<file path="src/rtl/instruction_fetch_unit.sv">
// Fetch-side requester for the instruction cache: PC generation,
// redirect/drain handling and a 2-entry instruction buffer to decode.
module instruction_fetch_unit #(
  parameter logic [31:0] RESET_VECTOR = 32'h0000_0000
) (
  input  logic        CLK,
  input  logic        RST,
  output logic [31:0] PC,
  output logic        PC_VALID,
  output logic        INSTRUCTION_CACHE_STALL,
  input  logic [31:0] INSTRUCTION,
  input  logic        INSTRUCTION_CACHE_READY,
  input  logic        BRANCH_TAKEN,
  input  logic [31:0] BRANCH_TARGET,
  input  logic        DECODE_STALL,
  output logic [31:0] IF_INSTRUCTION,
  output logic [31:0] IF_PC,
  output logic        IF_VALID
);

  localparam logic HIGH = 1'b1;
  localparam logic LOW  = 1'b0;

  typedef enum logic [1:0] {
    START,
    REQUEST,
    DRAIN
  } state_t;

  state_t      state;
  logic [31:0] redirect_pc;
  logic [31:0] target;
  logic [1:0]  count;
  logic [31:0] head_pc;
  logic [31:0] head_ins;
  logic [31:0] tail_pc;
  logic [31:0] tail_ins;
  logic        full;
  logic        accept;
  logic        pop;
  logic        push;

  assign target   = {BRANCH_TARGET[31:2], 2'b00};
  assign full     = (count == 2'd2);
  assign IF_VALID = (count != 2'd0);
  assign IF_PC    = head_pc;
  assign IF_INSTRUCTION = head_ins;

  // The buffer is always empty in DRAIN, so stall is never raised there.
  assign INSTRUCTION_CACHE_STALL =
    PC_VALID & full & DECODE_STALL;

  assign accept = PC_VALID
                & INSTRUCTION_CACHE_READY
                & ~INSTRUCTION_CACHE_STALL;
  assign pop    = IF_VALID & ~DECODE_STALL;
  assign push   = (state == REQUEST)
                & accept
                & ~BRANCH_TAKEN;

  always_ff @(posedge CLK) begin
    if (RST) begin
      state       <= START;
      PC_VALID    <= LOW;
      PC          <= RESET_VECTOR;
      redirect_pc <= 32'h0;
    end else begin
      unique case (state)
        START: begin
          state    <= REQUEST;
          PC_VALID <= HIGH;
          if (BRANCH_TAKEN)
            PC <= target;
        end
        REQUEST: begin
          if (BRANCH_TAKEN && accept) begin
            PC <= target;
          end else if (BRANCH_TAKEN) begin
            redirect_pc <= target;
            state       <= DRAIN;
          end else if (accept) begin
            PC <= PC + 32'd4;
          end
        end
        DRAIN: begin
          if (INSTRUCTION_CACHE_READY) begin
            PC    <= BRANCH_TAKEN ? target : redirect_pc;
            state <= REQUEST;
          end else if (BRANCH_TAKEN) begin
            redirect_pc <= target;
          end
        end
        default: begin
          state    <= START;
          PC_VALID <= LOW;
        end
      endcase
    end
  end

  // Head/tail shift buffer: head is what decode sees.
  always_ff @(posedge CLK) begin
    if (RST) begin
      count    <= 2'd0;
      head_pc  <= 32'h0;
      head_ins <= 32'h0;
      tail_pc  <= 32'h0;
      tail_ins <= 32'h0;
    end else if (BRANCH_TAKEN) begin
      count <= 2'd0;
    end else begin
      unique case ({push, pop})
        2'b10: begin
          if (count == 2'd0) begin
            head_pc  <= PC;
            head_ins <= INSTRUCTION;
          end else begin
            tail_pc  <= PC;
            tail_ins <= INSTRUCTION;
          end
          count <= count + 2'd1;
        end
        2'b01: begin
          head_pc  <= tail_pc;
          head_ins <= tail_ins;
          count    <= count - 2'd1;
        end
        2'b11: begin
          if (count == 2'd1) begin
            head_pc  <= PC;
            head_ins <= INSTRUCTION;
          end else begin
            head_pc  <= tail_pc;
            head_ins <= tail_ins;
            tail_pc  <= PC;
            tail_ins <= INSTRUCTION;
          end
        end
        default: ;
      endcase
    end
  end

endmodule

</file>
<file path="config.mk">
export PLATFORM = sky130hd
export DESIGN_NAME = instruction_fetch_unit
export DESIGN_NICKNAME = d
export VERILOG_FILES = /design/src/rtl/instruction_fetch_unit.sv
export SDC_FILE = /design/constraint.sdc
export NUM_CORES = 1
export LEC_CHECK = 0
export CAP_MARGIN = 20
export CORE_MARGIN = 3
export CORE_UTILIZATION = 51
export DETAILED_ROUTE_END_ITERATION = 7
export PLACE_DENSITY = 0.77
export RECOVER_POWER = 25
export SETUP_SLACK_MARGIN = 0.05
export SYNTH_ARGS = -nofsm -noshare
export SYNTH_HDL_FRONTEND = slang
export SYNTH_SLANG_ARGS = --single-unit
export TNS_END_PERCENT = 1
</file>
<file path="constraint.sdc">
create_clock -name CLK -period 3.9 [get_ports CLK]
set_clock_uncertainty 0.2 [all_clocks]
set_input_delay 0.585 -clock CLK [delete_from_list [all_inputs] [get_ports CLK]]
set_output_delay 0.585 -clock CLK [all_outputs]
set_load 0.005 [all_outputs]
</file>
=== After elaboration in Yosys (flattened, before gate mapping) ===
Index checks and enable logic that the tools add are counted.
Widths: inputs -> output; s select.

* Register bits after elaboration: 197
* Logic and storage cells: 83

* Add/sub/neg operators: 3
* Bitwise logic cells: 10
* Equal/unequal tests: 17
* Mux-type cells: 28
* Reductions and logical operators: 16

{| class="wikitable"
|+ Operators by type and width
! cell !! count
|-
| $mux 32 || 16
|-
| $pmux 32 s3 || 3
|-
| $pmux 32 s2 || 3
|-
| $add 32x3->32 const B || 1
|-
| $ne 2x2->1 const B || 8
|-
| $reduce_and 3->1 || 3
|-
| $eq 2x2->1 const B || 4
|-
| $reduce_bool 2->1 || 4
|-
| $and 1x1->1 || 7
|-
| $eq 2x1->1 const B || 3
|-
| $mux 2 || 3
|-
| $ne 3x2->1 const B || 2
|-
| $pmux 2 s3 || 1
|-
| $reduce_bool 3->1 || 2
|-
| $reduce_and 5->1 || 1
|-
| $logic_not 2->1 || 2
|-
| $pmux 2 s2 || 1
|-
| $reduce_and 4->1 || 1
|-
| $reduce_or 2->1 || 2
|-
| $not 1->1 || 3
|-
| $add 2x1->2 const B || 1
|-
| $pmux 1 s2 || 1
|-
| $sub 2x1->2 const B || 1
|-
| $logic_and 1x1->1 || 1
|}

=== Depth between registers and ports, before layout ===
* Depth after elaboration: 10
* Depth in mapped cells: 14
* Gate-level depth less buffers: 11

=== Worst setup path before layout ===
No wires, ideal clock.

* Path type: input to register
* Start: in BRANCH_TAKEN
* End: reg head_ins[0], in the netlist IF_INSTRUCTION[0]
* Setup slack: 809 ps
* Required time: 3,614 ps
* Path buffers: 4
* Stages on the path: 10
* Data arrival time: 2,805 ps
* Library setup time: 86 ps
* Cell sequence: buf_2 > buf_2 > buf_2 > nand2b_1 > nor2_1 > ha_1 > mux2i_1 > clkbuf_1 > a22oi_1 > a211oi_1

* Cells in the longest elaborated chain, start to end: 5

{| class="wikitable"
|+ Ends and longest elaborated chain
! what !! line !! source
|-
| start: declaration || 13 || <nowiki>input logic BRANCH_TAKEN,</nowiki>
|-
| $not 1->1 (no line) * || - ||
|-
| $and 1x1->1 || 59 || <nowiki>& ~BRANCH_TAKEN;</nowiki>
|-
| $eq 2x2->1 / $eq 2x1->1 (equally long branches) || 112 || <nowiki>unique case ({push, pop})</nowiki>
|-
| $ne 2x2->1 (no line) / $reduce_bool 3->1 (equally long branches) || - ||
|-
| $reduce_and 3->1 (no line) || - ||
|-
| end signal: assignment || 125 || <nowiki>head_ins <= tail_ins;</nowiki>
|-
| end signal: assignment || 134 || <nowiki>head_ins <= tail_ins;</nowiki>
|-
| end: declaration || 35 || <nowiki>logic [31:0] head_ins;</nowiki>
|}

Every way passes the cells marked *; elsewhere a longest branch is shown, timed or not.
A chain may end at the register's enable or synchronous reset.

=== Worst setup path after layout ===
* Start: reg state[0]
* End: reg redirect_pc[12]

* Cells in the longest elaborated chain, start to end: 3

{| class="wikitable"
|+ Ends and longest elaborated chain
! what !! line !! source
|-
| start: declaration || 30 || <nowiki>state_t state;</nowiki>
|-
| start signal: assignment || 63 || <nowiki>state <= START;</nowiki>
|-
| start signal: assignment || 70 || <nowiki>state <= REQUEST;</nowiki>
|-
| start signal: assignment || 80 || <nowiki>state <= DRAIN;</nowiki>
|-
| $eq 2x2->1 / $eq 2x1->1 (equally long branches) || 68 || <nowiki>unique case (state)</nowiki>
|-
| $ne 2x2->1 (no line) / $reduce_bool 2->1 (equally long branches) || - ||
|-
| $reduce_and 3->1 (no line) || - ||
|-
| end signal: assignment || 79 || <nowiki>redirect_pc <= target;</nowiki>
|-
| end signal: assignment || 90 || <nowiki>redirect_pc <= target;</nowiki>
|-
| end: declaration || 31 || <nowiki>logic [31:0] redirect_pc;</nowiki>
|}

Parallel ways exist; a longest one is shown, timed or not.

==> flow_summary.yaml <==
timing:
  final.setup.tns_ns: 0
  tightest_slew_ns: 0.9302
  post-route-min-period_ns: 2.978
  fmax_mhz: 335.8
  rsz0062_at_grt: "no"
  finalMaxSlewViolations: 0
  hold_viol: 0
  min_period_over_period_pct: 76.36
  finalSetupViolations: 0
  slew_headroom_pct: 37.84
critical_path:
  critPathLaunch: "state[0]$_SDFFE_PP0P_"
  worstPathArrival_ns: 3.08
  crit_type: "flop to flop"
  start_kind: "flop"
  end_kind: "flop"
  critPathRequiredTime_ns: 4.01
  path_max_fanout: 32
  r2r_setup_slack_ns: 0.92
  rr_startpoint: "state[0]$_SDFFE_PP0P_"
floorplanning:
  pin_count: 168
  die_area_um2: 19840
  dieWidth_um: 140.8
  fp.dieH_um: 140.8
  core_um2: 17540
  row_count: 48
  start_util_pct: 52.88
power:
  p_comb_share_pct: 25.5
  leakagePower_nw: 4.105
  p_per_area_nw_per_um2: 490.4
  internal-power_mw: 3.884
  swShare_pct: 32.21
  power.net_switching_mw: 1.846
  ir_drop_mv: 0.3698
  clockPowerShare_pct: 32.3
  seqPwrFrac_pct: 42.2
routing:
  drtIter0Drc: 887
  drc: 0
  antenna_left: 0
  wl_per_cell_um: 18.29
  routed_via_density: 6.097
  totalWireLength_mm: 27.02
  route.vias.total: 9006
  dr.pass1.iters: 7
finish:
  layout.nets: 1319
  fill_cells: 1494
  syn_to_final_growth_pct: 25.99
  finalNonFillerCells: 1477
  final_layout_size_suffix_gt1_share_pct: 7.268
  num_antenna_cells: 0
hold_path:
  hp-start: "tail_pc[14]$_SDFFE_PP0P_"
  hp-class: "flop to flop"
synthesis:
  ys.flop_type: "dfxtp_1"
  synth.cell_area_um2: 9273
  synth.distinct_cells: 75
  synth_area_leaders: "dfxtp_1 (43%), nand2_1 (7.5%), a211oi_1 (6.2%)"
  syn-mean-instance-area_um2: 8.228
  yosys.area.top_type: "dfxtp_1"
  synth_top_area_share_pct: 42.53
  yosys_warnings: 0
  synthTopCellsByCount: "dfxtp_1 (197), nand2_1 (185), nor2_1 (108), a21oi_1 (103), a211oi_1 (76)"
  synth_most_common_cell: "dfxtp_1"
  ys_seq_area_share_pct: 42.53
  synth_edf_count: 0
  syn_nets: 1207
  syn_inst: 1127
  synth_seq_cells: 197
  async_reset_ff_share_pct: 0
clock_tree:
  cts_buffers: 17
  cts_resized: 0
  clock_latency_ns: 0.44
  postCtsHoldBufs: 0
  clockBufferDepth: 2
  root_buffer: "clkbuf_16"
  cts.sinks: 197
  cts_tree: "yes"
  post_cts_buffers: 0
  clk_pin_slew_worst_paths_ns: 0.08
  h-tree-depth: 4
grt:
  antenna_found_initial: 0
  grt_pass1_wl_mm: 43.06
  grt_usage_pct: 26.51
  first_global_vias: 8123
  grt_overflow: 0
  grt_max_degree: 83
placement:
  globalplace.congestion: 0.9357
  dpl.cell_count: 1445
  port_buffers: 165
  dp_hpwl_mm: 17.63
job:
  cap_violations: 0
status:
  outcome: "complete, no violations"
-- logic make-up after synthesis --
family,after synthesis,share of synthesized area [%]
AOI/OAI and AO/OA,376,28.08
and+or+nand+nor,376,17.61
DFF,197,42.53
buffers and inverters,127,6.112
muxes,26,2.861
xor gates and xnor gates,14,1.322
adders and majority gates,11,1.484
-- sequential cells by signal (all words and copies together), names as in the netlist --
name	count
IF_INSTRUCTION	32
IF_PC	32
PC	32
PC_VALID	1
count	2
redirect_pc	32
state	2
tail_ins	32
tail_pc	32
-- metrics by stage --
| step | utilization [%] | power (mW) | worst slack [ns] | cell area [um^2] | hold WS, ns |
|---|---|---|---|---|---|
| after floorplan | - | 3.263 | 0.8093 | 9273 | 0.2360 |
| after global placement | 63.12 | 3.882 | 0.5396 | 11070 | 0.2409 |
| after detailed placement | 63.12 | 3.908 | 0.4895 | 11070 | 0.2460 |
| after CTS | 66.63 | 5.745 | 0.9252 | 11690 | 0.2557 |
| after global routing | 66.62 | 5.982 | 0.6652 | 11680 | 0.2720 |
| final | 66.62 | 5.729 | 0.9221 | 11680 | 0.2536 |
-- area by class of cell --
cell class | instances | area (um^2) | area share, %
clock buffer | 20 | 446.7 | 3.823
clock inverter | 12 | 168.9 | 1.446
inverter | 19 | 71.32 | 0.6105
multi-input combinational | 803 | 4802 | 41.11
sequential | 197 | 3944 | 33.76
tap | 225 | 281.5 | 2.410
timing repair buffer | 201 | 1968 | 16.85
-- power groups by stage --
stage / sequential [mW] / combinational, mW / clock (mW)
final: 2.42 / 1.46 / 1.85
after global routing: 2.45 / 1.58 / 1.96
after CTS: 2.41 / 1.46 / 1.87
after detailed placement: 2.46 / 1.45 / 0
after global placement: 2.45 / 1.43 / 0
after floorplan: 2.34 / 0.919 / 0
-- cell usage in the layout, fill, tap and decap left out, drive strengths merged, types with 8 or more instances in the layout --
cell type,count
nor2,108
dfxtp,197
a211oi,76
a22oi,68
clkdlybuf4s50,92
buf,38
a21oi,103
a221oi,14
nor3,15
nand2,185
nand4,18
nand3,15
dlygate4sd3,71
inv,23
clkbuf,20
o21ai,43
ha,11
xnor2,8
mux2i,22
-- per-layer routing --
metal  vias to the layer above  wire length, um  global-route usage (%)
li1                       4328                -                       -
met1                      4218            11520                   35.59
met2                       398            12570                   42.31
met3                        62             2226                   5.699
met4                         0              709                   9.485
met5                         -                0                       0
-- critical path, stage by stage, from the launching register on --
cell	delay (ns)
dfxtp_1	0.35
inv_1	0.09
ha_1	0.54
nor2b_1	0.39
o21ai_1	0.19
nor2_4	0.76
mux2i_1	0.27
nor2_1	0.06
-- worst paths after layout --
kind,end,cells after the start
hold / removal,tail_pc[14]$_SDFFE_PP0P_,2
setup / recovery,redirect_pc[12]$_SDFFE_PP0P_,7
hold reg to reg,tail_pc[14]$_SDFFE_PP0P_,2
setup reg to reg,redirect_pc[12]$_SDFFE_PP0P_,7
Note: power is estimated with default switching activity, not from simulation.
